--- src/rtl/ssd_scan_ctrl_pkg.sv ---
// Shared constants, types and helpers for the 7-segment scan controller.
// Functions are sized for the largest supported display (8 digits).
package ssd_scan_ctrl_pkg;

  localparam int NIBBLE_W   = 4;
  localparam int MAX_DIGITS = 8;

  typedef struct packed {
    logic [NIBBLE_W-1:0] nib;
    logic                dp;
    logic                fd;
  } slot_out_t;

  function automatic logic [MAX_DIGITS-1:0] onehot(
    input logic [2:0] idx
  );
    onehot = MAX_DIGITS'(1) << idx;
  endfunction

  // Bit k set when digit k is a leading zero that may be blanked.
  function automatic logic [MAX_DIGITS-1:0] lz_mask(
    input logic [NIBBLE_W*MAX_DIGITS-1:0] value,
    input logic [MAX_DIGITS-1:0]          dp,
    input int                             n
  );
    logic keep;
    keep    = 1'b0;
    lz_mask = '0;
    for (int k = MAX_DIGITS - 1; k >= 0; k--) begin
      if (k < n) begin
        if (value[NIBBLE_W*k +: NIBBLE_W] != '0 || dp[k])
          keep = 1'b1;
        lz_mask[k] = !keep && (k != 0);
      end
    end
  endfunction

endpackage

--- src/rtl/ssd_scan_ctrl_if.sv ---
// Host-side load bus plus the display drive outputs.
// master = host/display side, slave = scan controller.
interface ssd_scan_ctrl_if #(
  parameter int NUM_DIGITS = 4
);

  logic                    load;
  logic [4*NUM_DIGITS-1:0] value;
  logic [NUM_DIGITS-1:0]   dp_mask;
  logic                    A;
  logic                    B;
  logic                    C;
  logic                    D;
  logic                    dp_out;
  logic [NUM_DIGITS-1:0]   digit_sel;
  logic                    frame_done;

  modport master (
    output load, value, dp_mask,
    input  A, B, C, D, dp_out,
    input  digit_sel, frame_done
  );

  modport slave (
    input  load, value, dp_mask,
    output A, B, C, D, dp_out,
    output digit_sel, frame_done
  );

endinterface

--- src/rtl/ssd_scan_ctrl_tick_gen.sv ---
// Slot prescaler: counts 0..DIV-1 per digit slot.
// in_blank looks at the next count so outputs can be registered.
module ssd_tick_gen #(
  parameter int DIV   = 50000,
  parameter int BLANK = 16
) (
  input  logic clk,
  input  logic rst_n,
  output logic slot_end,
  output logic in_blank
);

  localparam int CW = (DIV > 1) ? $clog2(DIV) : 1;

  logic [CW-1:0] cnt;
  logic [CW-1:0] cnt_nxt;

  // Next count and slot flags.
  always_comb begin
    slot_end = (cnt == CW'(DIV - 1));
    cnt_nxt  = slot_end ? '0 : cnt + 1'b1;
    in_blank = (cnt_nxt < CW'(BLANK));
  end

  // Count register.
  always_ff @(posedge clk) begin
    if (!rst_n) cnt <= '0;
    else        cnt <= cnt_nxt;
  end

endmodule

--- src/rtl/ssd_scan_ctrl.sv ---
// Multiplexed 7-segment scan controller with frame-aligned commits.
// Outputs are registered from next-state so they line up with idx/cnt.
module ssd_scan_ctrl
  import ssd_scan_ctrl_pkg::*;
#(
  parameter int NUM_DIGITS  = 4,
  parameter int REFRESH_DIV = 50000,
  parameter int BLANK_CYC   = 16,
  parameter int LZS_EN      = 1
) (
  input  logic            clk,
  input  logic            rst_n,
  ssd_scan_ctrl_if.slave  bus
);

  localparam int IW = (NUM_DIGITS > 1) ? $clog2(NUM_DIGITS) : 1;
  localparam int VW = NIBBLE_W * NUM_DIGITS;

  logic                  slot_end;
  logic                  in_blank;
  logic [IW-1:0]         idx;
  logic [IW-1:0]         idx_nxt;
  logic                  last;
  logic                  wrap;
  logic [VW-1:0]         pend_v;
  logic [NUM_DIGITS-1:0] pend_dp;
  logic                  pending_v;
  logic                  pending_v_nxt;
  logic [VW-1:0]         shad_v;
  logic [VW-1:0]         shad_v_nxt;
  logic [NUM_DIGITS-1:0] shad_dp;
  logic [NUM_DIGITS-1:0] shad_dp_nxt;
  logic [NUM_DIGITS-1:0] sup;
  logic [NUM_DIGITS-1:0] sel_nxt;
  logic [NUM_DIGITS-1:0] sel_r;
  slot_out_t             out_nxt;
  slot_out_t             out_r;

  ssd_tick_gen #(
    .DIV   (REFRESH_DIV),
    .BLANK (BLANK_CYC)
  ) u_tick (
    .clk      (clk),
    .rst_n    (rst_n),
    .slot_end (slot_end),
    .in_blank (in_blank)
  );

  // Next digit index, shadow commit and output image.
  always_comb begin
    last          = (idx == IW'(NUM_DIGITS - 1));
    wrap          = slot_end && last;
    idx_nxt       = idx;
    shad_v_nxt    = shad_v;
    shad_dp_nxt   = shad_dp;
    pending_v_nxt = pending_v;
    if (slot_end)
      idx_nxt = last ? '0 : idx + 1'b1;
    if (wrap && bus.load) begin
      shad_v_nxt    = bus.value;
      shad_dp_nxt   = bus.dp_mask;
      pending_v_nxt = 1'b0;
    end else if (wrap && pending_v) begin
      shad_v_nxt    = pend_v;
      shad_dp_nxt   = pend_dp;
      pending_v_nxt = 1'b0;
    end else if (bus.load) begin
      pending_v_nxt = 1'b1;
    end
    sup = '0;
    if (LZS_EN != 0)
      sup = NUM_DIGITS'(lz_mask(
        (NIBBLE_W*MAX_DIGITS)'(shad_v_nxt),
        MAX_DIGITS'(shad_dp_nxt), NUM_DIGITS));
    sel_nxt = NUM_DIGITS'(onehot(3'(idx_nxt)));
    if (in_blank || sup[idx_nxt])
      sel_nxt = '0;
    out_nxt.nib = shad_v_nxt[NIBBLE_W*idx_nxt +: NIBBLE_W];
    out_nxt.dp  = shad_dp_nxt[idx_nxt];
    out_nxt.fd  = wrap;
  end

  // State and output registers.
  always_ff @(posedge clk) begin
    if (!rst_n) begin
      idx       <= '0;
      pend_v    <= '0;
      pend_dp   <= '0;
      pending_v <= 1'b0;
      shad_v    <= '0;
      shad_dp   <= '0;
      sel_r     <= '0;
      out_r     <= '0;
    end else begin
      idx       <= idx_nxt;
      pending_v <= pending_v_nxt;
      shad_v    <= shad_v_nxt;
      shad_dp   <= shad_dp_nxt;
      sel_r     <= sel_nxt;
      out_r     <= out_nxt;
      if (bus.load) begin
        pend_v  <= bus.value;
        pend_dp <= bus.dp_mask;
      end
    end
  end

  assign bus.A          = out_r.nib[3];
  assign bus.B          = out_r.nib[2];
  assign bus.C          = out_r.nib[1];
  assign bus.D          = out_r.nib[0];
  assign bus.dp_out     = out_r.dp;
  assign bus.frame_done = out_r.fd;
  assign bus.digit_sel  = sel_r;

endmodule

--- src/flat_wrapper.sv ---
// flat-port wrapper written by rule: the top's interface ports become plain ports
module ssd_scan_ctrl_flat import ssd_scan_ctrl_pkg::*;
#(
  parameter int NUM_DIGITS  = 4,
  parameter int REFRESH_DIV = 50000,
  parameter int BLANK_CYC   = 16,
  parameter int LZS_EN      = 1
)
  (clk, rst_n, bus_load, bus_value, bus_dp_mask, bus_A, bus_B, bus_C, bus_D, bus_dp_out, bus_digit_sel, bus_frame_done);
  ssd_scan_ctrl_if #(.NUM_DIGITS(NUM_DIGITS)) bus_i ();
  input  logic clk;
  input  logic rst_n;
  input wire logic [$bits(bus_i.load)-1:0] bus_load;
  input wire logic [$bits(bus_i.value)-1:0] bus_value;
  input wire logic [$bits(bus_i.dp_mask)-1:0] bus_dp_mask;
  output wire logic [$bits(bus_i.A)-1:0] bus_A;
  output wire logic [$bits(bus_i.B)-1:0] bus_B;
  output wire logic [$bits(bus_i.C)-1:0] bus_C;
  output wire logic [$bits(bus_i.D)-1:0] bus_D;
  output wire logic [$bits(bus_i.dp_out)-1:0] bus_dp_out;
  output wire logic [$bits(bus_i.digit_sel)-1:0] bus_digit_sel;
  output wire logic [$bits(bus_i.frame_done)-1:0] bus_frame_done;
  assign bus_i.load = bus_load;
  assign bus_i.value = bus_value;
  assign bus_i.dp_mask = bus_dp_mask;
  assign bus_A = bus_i.A;
  assign bus_B = bus_i.B;
  assign bus_C = bus_i.C;
  assign bus_D = bus_i.D;
  assign bus_dp_out = bus_i.dp_out;
  assign bus_digit_sel = bus_i.digit_sel;
  assign bus_frame_done = bus_i.frame_done;
  ssd_scan_ctrl #(.NUM_DIGITS(NUM_DIGITS), .REFRESH_DIV(REFRESH_DIV), .BLANK_CYC(BLANK_CYC), .LZS_EN(LZS_EN)) u_core (.clk(clk), .rst_n(rst_n), .bus(bus_i));
endmodule
--- config.mk ---
export PLATFORM = sky130hd
export DESIGN_NAME = ssd_scan_ctrl_flat
export DESIGN_NICKNAME = d
export VERILOG_FILES = /design/src/rtl/ssd_scan_ctrl_pkg.sv /design/src/rtl/ssd_scan_ctrl_if.sv /design/src/rtl/ssd_scan_ctrl_tick_gen.sv /design/src/rtl/ssd_scan_ctrl.sv /design/src/flat_wrapper.sv
export SDC_FILE = /design/constraint.sdc
export NUM_CORES = 1
export LEC_CHECK = 0
export CORE_MARGIN = 10
export CORE_UTILIZATION = 32
export CTS_BUF_LIST = sky130_fd_sc_hd__clkbuf_4
export CTS_CLUSTER_DIAMETER = 120
export DETAILED_ROUTE_END_ITERATION = 16
export HOLD_SLACK_MARGIN = 0.15
export MAX_ROUTING_LAYER = met4
export PLACE_DENSITY = 0.53
export SYNTH_ARGS = -nofsm -noshare
export SYNTH_HDL_FRONTEND = slang
export SYNTH_SLANG_ARGS = --single-unit
--- constraint.sdc ---
create_clock -name clk -period 2.5 [get_ports clk]
set_clock_uncertainty 0.2 [all_clocks]
set_input_delay 0.5 -clock clk [delete_from_list [all_inputs] [get_ports clk]]
set_output_delay 0.5 -clock clk [all_outputs]
set_load 0.02 [all_outputs]
=== After elaboration in Yosys (flattened, before gate mapping) ===
Index checks and enable logic that the tools add are counted.

* Add/sub/neg operators: 2
* Magnitude comparators: 2
* Equal/unequal tests: 2
* Shift operators: 2
* Mux-type cells: 14
* Bitwise gates (word level): 1
* Reduce and logical (&&, ||, !) cells: 15

{| class="wikitable"
|+ Operators by type and width
! operator !! number
|-
| $mux W16 || 3
|-
| $add A16 B1 Y16 const B || 1
|-
| $eq A16 B16 Y1 const B || 1
|-
| $lt A16 B5 Y1 const B || 1
|-
| $shiftx A16 B5 Y4 || 1
|-
| $reduce_bool A4 Y1 || 3
|-
| $mux W4 || 2
|-
| $mux W1 || 5
|-
| $bmux W1 S2 || 2
|-
| $logic_or A1 B1 Y1 || 4
|-
| $mux W2 || 2
|-
| $shl A1 B2 Y4 const A || 1
|-
| $logic_and A1 B1 Y1 || 3
|-
| $logic_not A1 Y1 || 3
|-
| $lt A2 B3 Y1 const B || 1
|-
| $reduce_or A3 Y1 || 1
|-
| $add A2 B1 Y2 const B || 1
|-
| $eq A2 B2 Y1 const B || 1
|-
| $reduce_or A2 Y1 || 1
|-
| $not A1 Y1 || 1
|}

* Flip-flop bits (word level): 69
* Input port bits: 23
* Output and inout port bits: 10
* Logic and storage cells: 49

=== Depth between registers and ports, before layout ===
Gate-level depths: netlist of the first run.

* Depth after elaboration: 15
* Mapped depth: 10
* Gate-level depth less buffers: 8

=== Hierarchy ===
A second synthesis of the first run with hierarchy kept.

* Cell total of the unflattened synthesis: 366
* Area, all modules: 3291.9 sq um

{| class="wikitable"
|+ By module, submodules not included
! module !! times used !! cells an instance !! area each (sq um) !! sequential area each (sq um)
|-
| ssd_scan_ctrl || 1 || 264 || 2422.3 || 1061.0
|-
| ssd_tick_gen || 1 || 102 || 869.6 || 320.3
|}

=== Least setup slack after synthesis of the first run ===
OpenSTA, ideal clock, no wires.

* Path kind: register -> register
* Start point: reg u_core.idx[0]
* End point: reg u_core.sel_r[1], in the netlist u_core.bus.digit_sel[1]
* Library setup time: 131 ps
* Arrival: 2164 ps
* Path slack: 5 ps
* Cell stages (with the launch flop): 10
* Buffers on the path: 1
* Clock period less this slack: 2495 ps
* Cell sequence: dfxtp_1 -> ha_1 -> and4bb_4 -> and4_4 -> buf_6 -> mux2_1 -> nor2_4 -> nand4_2 -> nor4_4 -> a211oi_1

* Word-level cells in the longest chain between the ends: 15
* Elaborated cells on any way between the ends: 28
* Those cells by class: add/sub: 1; eq/ne: 1; shift: 1; mux: 11; reduce/logical: 14

{| class="wikitable"
|+ RTL lines
! element !! line !! text
|-
| start, declared || ssd_scan_ctrl.sv:21 || <nowiki>logic [IW-1:0] idx;</nowiki>
|-
| start signal, assigned || ssd_scan_ctrl.sv:95 || <nowiki>idx <= idx_nxt;</nowiki>
|-
| $eq A2 B2 Y1 || ssd_scan_ctrl.sv:51 || <nowiki>last = (idx == IW'(NUM_DIGITS - 1));</nowiki>
|-
| $logic_and A1 B1 Y1 || ssd_scan_ctrl.sv:52 || <nowiki>wrap = slot_end && last;</nowiki>
|-
| $logic_and A1 B1 Y1 || ssd_scan_ctrl.sv:63 || <nowiki>end else if (wrap && pending_v) begin</nowiki>
|-
| $mux W16 || ssd_scan_ctrl.sv:63 ||
|-
| $mux W16 || ssd_scan_ctrl.sv:59 || <nowiki>if (wrap && bus.load) begin</nowiki>
|-
| $reduce_bool A4 Y1 || ssd_scan_ctrl_pkg.sv:31 || <nowiki>if (value[NIBBLE_W*k +: NIBBLE_W] != '0 || dp[k])</nowiki>
|-
| $logic_or A1 B1 Y1 || ssd_scan_ctrl_pkg.sv:31 ||
|-
| $mux W1 (3 in series) || ssd_scan_ctrl_pkg.sv:31 ||
|-
| $logic_not A1 Y1 || ssd_scan_ctrl_pkg.sv:33 || <nowiki>lz_mask[k] = !keep && (k != 0);</nowiki>
|-
| $bmux W1 S2 || ssd_scan_ctrl.sv:76 || <nowiki>if (in_blank || sup[idx_nxt])</nowiki>
|-
| $mux W1 (not written as such) || ssd_scan_ctrl.sv:76 ||
|-
| $logic_or A1 B1 Y1 || ssd_scan_ctrl.sv:76 ||
|-
| $reduce_or A2 Y1 (no source line) || -- ||
|-
| end signal, assigned || ssd_scan_ctrl.sv:99 || <nowiki>sel_r <= sel_nxt;</nowiki>
|-
| end, declared || ssd_scan_ctrl.sv:35 || <nowiki>logic [NUM_DIGITS-1:0] sel_r;</nowiki>
|}

Parallel ways exist; a longest one is shown, timed or not. The select of a mux whose other input is x is not followed.
A chain may end at the register's enable or synchronous reset.

=== Worst setup path after layout of the first run ===
* Start point: reg u_core.u_tick.cnt[0]
* End point: reg u_core.sel_r[1], in the netlist u_core.bus.digit_sel[1]

* Word-level cells in the longest chain between the ends: 15
* Elaborated cells on any way between the ends: 29
* Those cells by class: add/sub: 1; order compare: 1; eq/ne: 1; shift: 1; mux: 11; reduce/logical: 14

{| class="wikitable"
|+ RTL lines
! element !! line !! text
|-
| start, declared || ssd_scan_ctrl_tick_gen.sv:15 || <nowiki>logic [CW-1:0] cnt;</nowiki>
|-
| start signal, assigned || ssd_scan_ctrl_tick_gen.sv:28 || <nowiki>else cnt <= cnt_nxt;</nowiki>
|-
| branches (longest 15 deep; another with $add A16 B1 Y16) || -- ||
|}

Several ways; the timed one is not identified. The select of a mux whose other input is x is not followed.

==> metrics list, run 1 <==
- The first global-routing pass estimated 16050 um of wire.
* Post-synth EDFFs: 0
- The worst setup path is launched from a flip-flop.
- Entering global routing, the biggest net connects 31 pins.
- Counting flops with an async set or reset pin after synthesis yields a share of 0%.
- IR analysis of the VDD net gives a maximum drop of 277.8 uV.
* Initial core utilization: 32.63%
- Worst-margin pin slew: 478.1 ps
* Wire length reported by the detailed router: 9627 um
* Number of setup violations in the final report: 0
* # port buffers: 32
- Routability congestion estimate: 0.8011
- Synthesis-to-layout area growth: 28.99%
- Shortest clock period the worst path allows after layout: 2474 ps
- Arithmetic-cell share of the synthesized area counting full adders, half adders and majority gates: 0.7105%
* Worst slew margin relative to its limit: 68.05%
- Combined global-route utilization of all metal layers: 12.73%
- For the final routed database, the setup TNS stands at 0 ps.
- RSZ-0062 raised after global routing: yes
* Run status: finished, final reports clean
* Mean instance size in the synthesized netlist: 9.031 sq um
- Among all flip-flop cells after synthesis, the most frequent one is sky130_fd_sc_hd__dfxtp_1.
- At the worst endpoint, the arrival time is 2590 ps.
- Summing the areas of all compound-gate instances in the mapped netlist gives 17.34% of the synthesized area.
* Vias after detailed routing: 3095
- The number of different library cells used by synthesis comes to 64.
- The die is 124.9 um wide.
* CP required: 2610 ps
- CTS placed an instance of sky130_fd_sc_hd__clkbuf_4 at the clock tree root.
- Of the total synthesized cell area, the portion taken by AND, OR, NAND and NOR gates is 24.76%.
- Clock slew seen by the registers of the worst setup and hold paths: 110 ps
* Avg WL per Cell: 15.91 um
- Static timing analysis puts the maximum clock frequency at 0.4042 GHz.
* Share of post-route cells with drive strength above 1: 25.16%
- Worst-skew pair later-pin latency: 430 ps
- Floorplan die area: 0.01560 sq mm
* Path type of the worst setup path: reg -> reg
- In the finished design, the share of the clock period the worst path needs comes to 98.96%.
- Grt met2 use: 18.73%
* Cell Area, Synth: 0.003522 sq mm
- The worst setup path is captured at a flip-flop.
- CTS Buf Count: 9
- In this run the biggest area consumer among cell types represents 39.22% of the synthesized area.
- Synthesis produced a netlist with a net count of 415.
- Fraction of synthesized cell area in xor and xnor cells: 4.227%
- Gate count after technology mapping: 390
* Vias/cell: 5.116
- Of all nets on the critical path, the largest fanout is 7.
- Detailed placement finished with a half-perimeter wire length of 7056 um.
- Cells after DPL: 583
* Iteration-0 DRC Markers: 152
* Maximum clock insertion buffer count: 2
- 33 I/O pins were placed.
- Multiplexer share of the synthesized area: 8.135%
* Worst Hold Class: reg -> reg
- CTS tree: yes
- Slew Limit Fails: 0
- Largest family of logic cells by synthesized area: simple AND/OR/NAND/NOR gates
- Initial antenna violation count: 0
- Sink count of the clock tree: 69
- The initialized floorplan defines 38 standard-cell rows.
- After synthesis, the most frequently instantiated cells are sky130_fd_sc_hd__dfxtp_1 (69), sky130_fd_sc_hd__nor2_1 (68), sky130_fd_sc_hd__nand2_1 (21).
- In this run the remaining antenna-violating nets after routing total 0.
- Fraction of the yosys area taken by sequential cells: 39.22%
- The number of global-route vias before repair is 3110.
- met2 is the most crowded layer.
* Static power due to leakage: 1.884 nW
- The tool flagged a number of max-cap violations equal to 0.
* Flop and latch count out of synthesis: 69
- The net count of the finished layout is 486.
- For this run the aggregate overflow at the end of global routing stands at 0.
* Post-route core utilization: 42.09%
* Met1 track utilization from global routing: 17.01%
- Biggest area consumer among synthesized cells: sky130_fd_sc_hd__dfxtp_1
- For this run, design rule violations remaining after detail routing come to 0.
- GRT met3 Usage: 2.553%
* Core area: 0.01079 sq mm
* Die height: 124.9 um
- Filler cell count: 1072
- Final standard cell count with taps included and fillers excluded: 605
- Most area-consuming cells after synthesis: sky130_fd_sc_hd__dfxtp_1 (39%), sky130_fd_sc_hd__nor2_1 (7.2%), sky130_fd_sc_hd__mux2i_1 (5.4%), sky130_fd_sc_hd__xor2_1 (2.5%), sky130_fd_sc_hd__nand2_1 (2.2%)
- Yosys printed 0 warnings.
- In this run the power density over the cells is 469.2 mW/mm^2.
- For this run, the detailed router's first-pass iteration total came to 4.
- The final count of hold timing violations was 0.
- Ant. Diodes: 0
- CTS built an H-tree with a depth of 3.
* Most frequent cell after synthesis: sky130_fd_sc_hd__dfxtp_1
flip-flops by register name, summed over array words and instances, names as in the netlist:
signal,cells
u_core.bus.C,1
u_core.bus.dp_out,1
u_core.u_tick.cnt,16
u_core.shad_dp,4
u_core.idx,2
u_core.pend_v,16
u_core.bus.B,1
u_core.pending_v,1
u_core.bus.frame_done,1
u_core.bus.D,1
u_core.bus.digit_sel,4
u_core.pend_dp,4
u_core.bus.A,1
u_core.shad_v,16
cell families (layout without fill, tap and decap cells):
family,Yosys count,count (layout)
buf+inv,39,113
compound gates,79,79
xor+xnor,17,17
mux,27,27
simple gates,157,158
fa+ha+maj,2,2
flops,69,69
metal layers:
| layer | wire length, um | vias up |
|---|---|---|
| met2 | 4278 | 52 |
| met5 | 0 | - |
| li1 | - | 1559 |
| met4 | 149 | 0 |
| met1 | 4941 | 1469 |
| met3 | 258 | 15 |
cell type report:
cell class / count / area (sq um) / share of cell area (%)
repair buffers: 87 / 744.5 / 16.39
clock buffers: 10 / 75.07 / 1.652
flip-flops and latches: 69 / 1385 / 30.49
well taps: 140 / 175.2 / 3.856
clock inverters: 5 / 76.32 / 1.680
inverters: 11 / 41.29 / 0.9088
multi-input cells: 283 / 2046 / 45.03
power by group:
part	internal, mW	leakage, nW	total (mW)	switching, mW
Sequential	1.12	0.562	1.14	0.0132
Combinational	0.0845	1.24	0.171	0.0868
Clock	0.407	0.0799	0.824	0.417
cells in the final DEF (no fill, tap or decap), types with 3 or more instances in the layout:
cell type                          n
sky130_fd_sc_hd__o22ai_1          12
sky130_fd_sc_hd__xnor2_1           7
sky130_fd_sc_hd__a32oi_1           5
sky130_fd_sc_hd__nor2_2            3
sky130_fd_sc_hd__a41oi_1           4
sky130_fd_sc_hd__a32o_1            4
sky130_fd_sc_hd__a211oi_1          4
sky130_fd_sc_hd__nor3_1            7
sky130_fd_sc_hd__clkbuf_4         10
sky130_fd_sc_hd__and3_1           11
sky130_fd_sc_hd__nand3_1          11
sky130_fd_sc_hd__clkdlybuf4s50_1  31
sky130_fd_sc_hd__nand2_1          21
sky130_fd_sc_hd__nor2_4            3
sky130_fd_sc_hd__buf_4            53
sky130_fd_sc_hd__a21oi_1          12
sky130_fd_sc_hd__mux2i_1          19
sky130_fd_sc_hd__nand4_1           5
sky130_fd_sc_hd__and4bb_4          3
sky130_fd_sc_hd__a21o_1            6
sky130_fd_sc_hd__mux2_2            3
sky130_fd_sc_hd__xor2_1           10
sky130_fd_sc_hd__inv_1            11
sky130_fd_sc_hd__nor2b_1           5
sky130_fd_sc_hd__a31oi_1           6
sky130_fd_sc_hd__dfxtp_2           3
sky130_fd_sc_hd__dfxtp_1          66
sky130_fd_sc_hd__nor2_1           65
final timing paths:
kind                                                       from                            endpoint  slack [ps]  depth (start not counted)
worst min register to register   u_core.pend_v[10]$_SDFFE_PN0P_      u_core.pend_v[10]$_SDFFE_PN0P_         300                          2
worst min-delay path             u_core.pend_v[10]$_SDFFE_PN0P_      u_core.pend_v[10]$_SDFFE_PN0P_         300                          2
worst max register to register  u_core.u_tick.cnt[0]$_SDFF_PP0_  u_core.bus.digit_sel[1]$_SDFF_PP0_          30                          8
worst max-delay path            u_core.u_tick.cnt[0]$_SDFF_PP0_  u_core.bus.digit_sel[1]$_SDFF_PP0_          30                          8
metrics by stage:
| stage | area, sq um | hold slack (ps) | setup slack [ps] | total power, mW |
|---|---|---|---|---|
| after floorplan | 3522 | 229.9 | 4.943 | 1.240 |
| after global placement | 4237 | 266.7 | 9.519 | 1.326 |
| after detailed placement | 4237 | 281.0 | -28.90 | 1.327 |
| after CTS | 4423 | 307.8 | 3.331 | 2.144 |
| after global routing | 4543 | 333.9 | -57.56 | 2.218 |
| final | 4543 | 303.8 | 26.06 | 2.132 |
timing repair:
item / 4_1_cts / 5_1_grt
cloned: 1 / 0
resized for setup: 3 / 22
endpoints found under the hold margin: 0 / 0
pin swaps: 1 / 8
setup buffers: 1 / 5
setup endpoints to repair: 4 / 9
hold buffers: 0 / 0
critical path: stages (launching register included):
cell and delay [ps]:
sky130_fd_sc_hd__dfxtp_2 370, sky130_fd_sc_hd__ha_4 140, sky130_fd_sc_hd__and4b_2 270, sky130_fd_sc_hd__and4_4 320, sky130_fd_sc_hd__mux2_2 380, sky130_fd_sc_hd__nor2_4 140, sky130_fd_sc_hd__nand4b_1 160, sky130_fd_sc_hd__nor4_4 280
sky130_fd_sc_hd__a211oi_1 110
(Power assumes the default switching activity.)
==> run 2, diff against run 1 <==
CORE_UTILIZATION = 52   (was 32)
CTS_BUF_LIST = sky130_fd_sc_hd__clkbuf_4 sky130_fd_sc_hd__clkbuf_8 sky130_fd_sc_hd__clkbuf_16   (was sky130_fd_sc_hd__clkbuf_4)
PLACE_DENSITY = 0.78   (was 0.53)
==> run 2 against run 1 <==
  * Final cell count shrank 11%
  * The flow now finishes with violations (negative setup slack)
  * Clock-buffer cell count grew 2
  * Critical path type unchanged
  * Sequential share of layout area grew 0.54 points
  * Largest power group unchanged
  * Highest routed layer unchanged
  * Critical path depth grew 1
  * Cell area shrank 1.5%
  * Largest cell class unchanged
==> metrics list, run 2 (synthesis gave the netlist of run 1 again) <==
- Run status: finished, violations left
* Violations in the final reports: negative setup slack
* Remaining Overflow, GRT: 0 (unchanged)
- The CTS clock-pin slew for the worst setup and hold paths is 70 ps (-40 ps).
- Count of endpoints failing hold in the final timing report: 0 (unchanged)
- Buffer type at the clock tree root: sky130_fd_sc_hd__clkbuf_8
- Switching part of the total power: 23.51% (-0.73 points)
- RSZ-0062 raised after global routing: yes
- The sequential cell fraction of total power was 51.2% (-2.1 points).
- Biggest regs: u_core.pend_v: 16 flops, u_core.shad_v: 16 flops, u_core.u_tick.cnt: 16 flops
- The final core utilization is 69.29% (+27 points).
* # port buffers: 32 (unchanged)
- Wire length of the first global-routing pass: 15390 um (-4.1%)
- Drc violations: 0 (unchanged)
- Share of total power in combinational logic: 7.2% (-0.8 points)
* Final worst hold slack: 300.2 ps (-3.639 ps)
* Combined global-route utilization of all metal layers: 18.87% (+6.1 points)
- The post-route clock period utilization came to 102.1% (+3.2 points).
* Floorplan die area: 0.01047 sq mm (-33%)
- The area inside the core boundary was 0.006459 sq mm (-40%).
- The post-layout net count came to 479 (-1.4%).
* Internal power component: 1.708 mW (+5.8%)
- Synthesis-to-layout area growth: 27.07%
* Final setup TNS: -78.28 ps (-78.28 ps)
* Switching component of the power: 0.5249 mW (+1.6%)
- Routability congestion estimate: 0.9432 (+18%)
- The half-perimeter wire length of the detailed placement result is 6499 um (-7.9%).
* Number of I/O pins: 33 (unchanged)
- Most frequent cells in the layout: sky130_fd_sc_hd__nor2_1 (64), sky130_fd_sc_hd__dfxtp_1 (63), sky130_fd_sc_hd__buf_4 (47)
- The antenna violation net count after detailed routing was 0 (unchanged).
- Die height: 102.3 um (-18%)
- Final standard cell count with taps included and fillers excluded: 536 (-11%)
- CTS tree: yes
- Maximum cell stage delay along the critical path: 360 ps (-20 ps)
* Worst-margin pin slew: 550.5 ps (+72.39 ps)
* Overall power after layout: 2.233 mW (+4.7%)
- Static power due to leakage: 1.870 nW (-0.76%)
* Worst Setup Slack, final: -53.60 ps (-79.66 ps)
* Worst slew margin relative to its limit: 63.25% (-4.8 points)
* Leading cell type in the layout, fill and taps excluded: sky130_fd_sc_hd__nor2_1
- The latest clock arrival within the worst-skew pair came to 350 ps (-80 ps).
* Wire length reported by the detailed router: 9663 um (+0.37%)
* Critical Path Source Type: flip-flop
- The starting utilization of the core area was 54.53% (+22 points).
* Cell family with most CP delay: simple AND/OR/NAND/NOR gates
- The worst setup path is captured at a flip-flop.
- The number of global-route vias before repair is 3155 (+1.4%).
- The clock period minus final worst setup slack came to 2554 ps (+79.66 ps).
- The maximum fanout count along the critical path is 7 (unchanged).
- The power density over the cells was 498.9 mW/mm^2 (+6.3%).
* Layout Cell Area excl Fill: 0.004476 sq mm (-1.5%)
* Worst Path Arrival: 2590 ps (about the same)
- Vias after detailed routing: 3271 (+5.7%)
- The wire length per cell after detailed routing is 18.03 um (+13%).
- The maximum buffer depth of the clock tree came to 2 (unchanged).
- Area of placed instances: 0.004085 sq mm (-3.6%)
- The number of setup violations in the final report is 2 (+2).
- The first-pass iteration count of the detailed router came to 5 (+1).
* Vias/cell: 6.103 (+19%)
* Slew Limit Fails: 0 (unchanged)
- The clock network fraction of total power was 41.6% (+3.0 points).
- The maximum level of the CTS H-tree came to 3 (unchanged).
- Ant. Diodes: 0 (unchanged)
* Share of post-route cells with drive strength above 1: 26.80% (+1.6 points)
* Largest net degree at the start of global routing: 25 (-19%)
- Std-Cell Rows: 29 (-24%)
- The die width is 102.3 um (-18%).
* CP required: 2540 ps (-70 ps)
* Critical path buffers and inverters: 1 (+1)
- The worst-case vdd ir drop is 374.3 uV (+35%).
* Sink count of the clock tree: 69 (unchanged)
- The max capacitance violation total was 0 (unchanged).
- Walking the worst path, the cells encountered are ha_4 > and4b_2 > and4_4 > buf_6 > mux2i_2 > nand2_1 > nand4b_1 > nor4_4 > a211oi_2.
* Setup slack at placement: -30.58 ps (-1.677 ps)
- Worst-path cell with the longest stage delay: sky130_fd_sc_hd__dfxtp_2
* Initial antenna violation count: 0 (unchanged)
- Max Freq: 0.3916 GHz (-3.1%)
* Worst Hold Class: reg -> reg
- Iteration-0 DRC Markers: 274 (+80%)
- The number of buffers created by CTS is 9 (unchanged).
- Path type of the worst setup path: reg -> reg
* Cells after DPL: 512 (-12%)
==> run 2: changes by cell type in the layout (fill, tap and decap cells not counted), moves of 3 or more <==
cell,change
sky130_fd_sc_hd__buf_4,-6
sky130_fd_sc_hd__clkbuf_4,-8
sky130_fd_sc_hd__dfxtp_2,+3
sky130_fd_sc_hd__dfxtp_1,-3
sky130_fd_sc_hd__clkbuf_8,+10
==> run 2: power groups by stage <==
stage | sequential (mW) | combinational, mW | clock (mW)
floorplan | 1.16 | 0.0828 | 0
global placement | 1.16 | 0.148 | 0
detailed placement | 1.16 | 0.153 | 0
CTS | 1.14 | 0.154 | 0.945
global route | 1.14 | 0.176 | 0.989
finish | 1.14 | 0.161 | 0.929
==> run 2: final timing paths <==
kind | startpoint | endpoint | slack, ps | cells after the start
min reg2reg | u_core.pend_v[11]$_SDFFE_PN0P_ | u_core.pend_v[11]$_SDFFE_PN0P_ | 300 | 2
max reg2reg | u_core.u_tick.cnt[1]$_SDFF_PP0_ | u_core.bus.digit_sel[1]$_SDFF_PP0_ | -50 | 9
max | u_core.u_tick.cnt[1]$_SDFF_PP0_ | u_core.bus.digit_sel[1]$_SDFF_PP0_ | -50 | 9
min | u_core.pend_v[11]$_SDFFE_PN0P_ | u_core.pend_v[11]$_SDFFE_PN0P_ | 300 | 2
==> run 2: timing repair <==
item / 4_1_cts / 5_1_grt
setup buffers: 1 / 6
gates resized for setup: 2 / 31
endpoints found under the setup margin: 4 / 9
pin swaps: 2 / 8
gates cloned: 1 / 0
hold buffers: 0 / 0
==> run 2: worst reg2reg max path: stages, from the launching register on <==
cell and delay, ps:
sky130_fd_sc_hd__dfxtp_2 360, sky130_fd_sc_hd__ha_4 150, sky130_fd_sc_hd__and4b_2 260, sky130_fd_sc_hd__and4_4 320
sky130_fd_sc_hd__buf_6 140, sky130_fd_sc_hd__mux2i_2 240, sky130_fd_sc_hd__nand2_1 100, sky130_fd_sc_hd__nand4b_1 260
sky130_fd_sc_hd__nor4_4 310, sky130_fd_sc_hd__a211oi_2 100
==> run 2: final cells by class <==
type	instances	area (sq um)
Tap cell	77	96.34
Sequential cell	69	1389
Timing Repair Buffer	80	679.4
Fill cell	492	1983
Multi-Input combinational cell	283	2069
Clock inverter	4	47.55
Inverter	11	41.29
Clock buffer	12	152.6
==> run 2: metal layers <==
metal / wire (um) / global-route usage (%)
met1: 4346 / 24.17
met2: 4458 / 27.31
met3: 698 / 6.140
met4: 160 / 6.399
met5: 0 / -
==> run 3, diff against run 2 <==
CELL_PAD_IN_SITES_DETAIL_PLACEMENT = 1   (was default)
CELL_PAD_IN_SITES_GLOBAL_PLACEMENT = 2   (was default)
CORE_UTILIZATION = 32   (was 52)
PLACE_DENSITY = 0.77   (was 0.78)
SETUP_SLACK_MARGIN = 0.3   (was default)
==> run 3 against run 2 <==
  * The run now ends clean
  * Worst hold slack got worse by 1.7 ps
  * Sequential power barely moved
  * Routed wire length rose by 22%
  * Critical path type unchanged
  * Largest cell class unchanged
==> metrics list, run 3 (synthesis gave the netlist of run 1 again) <==
- Initial antenna violation count: 0 (unchanged)
- Largest fanout on the critical path: 5 (-2)
- From synthesis to final layout, the design area changed by 41.24%.
- Path type of the worst setup path: reg -> reg
- The clock period minus final worst setup slack was 2429 ps (-125.0 ps).
* Die X: 124.9 um (+22%)
- The number of inserted filler cells in the final layout is 1199 (+140%).
* Ant. Diodes: 0 (unchanged)
- Clock slew seen by the registers of the worst setup and hold paths: 90 ps (+20 ps)
- The cell leakage power is 2.050 nW (+9.6%).
* Launch instance of the worst min-delay path: u_core.pend_v[10]$_SDFFE_PN0P_
- The highest attainable clock frequency was 0.4118 GHz (+5.1%).
- Clock tree synthesis selected as its root buffer the cell sky130_fd_sc_hd__clkbuf_8.
- Sink count of the clock tree: 69 (unchanged)
* Final setup TNS: 0 ps (+78.28 ps)
* Count of TritonRoute iterations in the first routing pass: 4 (-1)
- Wire length of the first global-routing pass: 19180 um (+25%)
* H-tree lvl count: 3 (unchanged)
- Most frequent cells in the layout: sky130_fd_sc_hd__nor2_1 (61), sky130_fd_sc_hd__dfxtp_1 (59), sky130_fd_sc_hd__buf_4 (58)
- The worst hold path terminates at u_core.pend_v[10]$_SDFFE_PN0P_.
- Hold Path Cell Cnt: 2 (unchanged)
* M1 WL: 5608 um (+29%)
- The number of port buffers is 32 (unchanged).
- The number of setup violations in the final report was 0 (-2).
- The overall die area is 0.01560 sq mm (+49%).
- Terminus of the critical flop-to-flop path: u_core.bus.D$_SDFF_PN0_
* Core area: 0.01079 sq mm (+67%)
* Avg WL per Cell: 18.94 um (+5.1%)
- The reg2reg setup slack came to 70 ps (+130 ps).
* Worst-skew pair later-pin latency: 350 ps (about the same)
- The first-iteration detailed-routing DRC count is 241 (-12%).
- The highest metal layer carrying signal wires in the routed design is met4.
- Peak supply drop: 223.2 uV (-40%)
* Vias after detailed routing: 3330 (+1.8%)
* Biggest regs: u_core.pend_v: 16 flops, u_core.shad_v: 16 flops, u_core.u_tick.cnt: 16 flops
- The count of boundary I/O pins is 33 (unchanged).
- The depth of the most critical reg-to-reg path came to 8 (-1).
* Vias/cell: 5.362 (-12%)
* Count of endpoints failing hold in the final timing report: 0 (unchanged)
- The total placed cells including tap cells is 580 (+13%).
- Max-cap violation count: 0 (unchanged)
- The final core utilization was 46.09% (-23 points).
- The antenna violation net count after detailed routing came to 0 (unchanged).
* Initial core utilization: 32.63% (-22 points)
- CP required: 2540 ps (about the same)
- Maximum clock insertion buffer count: 2 (unchanged)
- Power density relative to cell area: 484.0 mW/mm^2 (-3.0%)
- Tcrit/Tclk final: 97.14% (-5.0 points)
- Routed length on met3: 414 um (-41%)
- STA classifies the critical path startpoint as a flip-flop.
- The final routed wirelength across all metal layers came to 11760 um (+22%).
* Leading cell type in the layout, fill and taps excluded: sky130_fd_sc_hd__nor2_1
- Final standard cell count with taps included and fillers excluded: 621 (+16%)
* Worst-margin pin slew: 553.5 ps (+3.009 ps)
- The proportion of layout cells with a drive suffix above 1 came to 33.89% (+7.1 points).
- The DRC violation count after routing came to 0 (unchanged).
* Final net count: 501 (+4.6%)
- Largest net degree at the start of global routing: 28 (+12%)
- The number of max-slew violations in the final report is 0 (unchanged).
- HPWL Detailed: 7772 um (+20%)
- CTS tree: yes
- The total congestion overflow is 0 (unchanged).
- The data arrival time of the critical path was 2470 ps (-120 ps).
- Number of global-route vias before repair: 3553 (+13%)
- Std-Cell Rows: 38 (+31%)
- STA classifies the critical path endpoint as a flip-flop.
- The met2 routed wirelength came to 5572 um (+25%).
- The overall track demand over capacity in global routing is 15.17% (-3.7 points).
- The number of buffers created by CTS was 9 (unchanged).
* Worst slew margin relative to its limit: 63.05% (-0.20 points)
- The final weighted congestion in routability-driven placement is 0.7902 (-16%).
- Setup repair after global routing could not meet its margin everywhere.
- In this run the worst hold path is classified as reg -> reg.
* Run status: finished, final reports clean
- R2R Path Start: u_core.u_tick.cnt[1]$_SDFF_PP0_
- The chip height was 124.9 um (+22%).
## run 3: changes by cell type in the layout (fill, tap and decap cells not counted), moves of 3 or more
cell                      before  now
sky130_fd_sc_hd__nand3_2       0    3
sky130_fd_sc_hd__nor2_1       64   61
sky130_fd_sc_hd__a32oi_2       4    1
sky130_fd_sc_hd__nor3_4        1    5
sky130_fd_sc_hd__buf_6         1    8
sky130_fd_sc_hd__mux2_4        1    5
sky130_fd_sc_hd__nand3_1      11    8
sky130_fd_sc_hd__dfxtp_1      63   59
sky130_fd_sc_hd__buf_4        47   58
sky130_fd_sc_hd__a32oi_1       3    6
## run 3: worst max path at each step
stage / cells past startpoint / start / endpoint / slack, ps
after floorplan: 10 / u_core.idx[0]$_SDFF_PN0_ / u_core.bus.digit_sel[1]$_SDFF_PP0_ / 120
after global placement: 10 / u_core.u_tick.cnt[1]$_SDFF_PP0_ / u_core.bus.digit_sel[3]$_SDFF_PP0_ / 40
after detailed placement: 8 / u_core.u_tick.cnt[0]$_SDFF_PP0_ / u_core.bus.digit_sel[1]$_SDFF_PP0_ / 10
after CTS: 8 / u_core.u_tick.cnt[1]$_SDFF_PP0_ / u_core.bus.digit_sel[1]$_SDFF_PP0_ / 90
after global routing: 8 / u_core.u_tick.cnt[1]$_SDFF_PP0_ / u_core.bus.digit_sel[1]$_SDFF_PP0_ / 6
final: 8 / u_core.u_tick.cnt[1]$_SDFF_PP0_ / u_core.bus.D$_SDFF_PN0_ / 70
## run 3: cell type report
type / count / area, sq um / share of cell area [%]
clock inverters: 6 / 93.84 / 1.886
multi-input cells: 285 / 2247 / 45.17
inverters: 11 / 41.29 / 0.8300
clock buffers: 10 / 137.6 / 2.767
flip-flops and latches: 69 / 1399 / 28.12
repair buffers: 100 / 880.8 / 17.71
well taps: 140 / 175.2 / 3.521
## run 3: worst max-delay path, stage by stage, from the launching register on
cell and delay, ps:
sky130_fd_sc_hd__dfxtp_4 370, sky130_fd_sc_hd__ha_4 140, sky130_fd_sc_hd__and4b_2 290, sky130_fd_sc_hd__and4_4 320, sky130_fd_sc_hd__mux2_1 350, sky130_fd_sc_hd__nor2_2 130, sky130_fd_sc_hd__buf_4 140, sky130_fd_sc_hd__nor2_1 50
sky130_fd_sc_hd__o311a_1 340
## run 3: layer usage
metal  vias to the layer above  GRT usage (%)
met3                        17          2.766
met5                         -              -
met4                         0          4.743
met1                      1648          19.68
li1                       1595              -
met2                        70          23.36
## run 3: where the power goes
group	internal (mW)	leakage, nW	switching [mW]	total (mW)
sequential	1.12	0.566	0.0194	1.14
clock	0.598	0.113	0.498	1.10
combinational	0.0825	1.37	0.0879	0.170
total	1.80	2.05	0.605	2.41
## run 3: timing repair
| action | 4_1_cts | 5_1_grt |
|---|---|---|
| gates resized for setup | 47 | 17 |
| setup endpoints to repair | 9 | 25 |
| pin swaps | 25 | 5 |
| gates cloned | 3 | 0 |
| hold buffers | 0 | 0 |
| buffers inserted | 20 | 2 |
## run 3: metrics by stage
| step | setup slack (ps) | hold WS (ps) | area, sq um | power [mW] |
|---|---|---|---|---|
| CTS | 90.12 | 299.6 | 4883 | 2.419 |
| floorplan | 122.1 | 231.6 | 3573 | 1.243 |
| finish | 71.43 | 298.5 | 4975 | 2.408 |
| detailed placement | 13.14 | 245.8 | 4278 | 1.325 |
| global route | 6.224 | 338.1 | 4975 | 2.496 |
| global placement | 35.52 | 237.5 | 4278 | 1.321 |
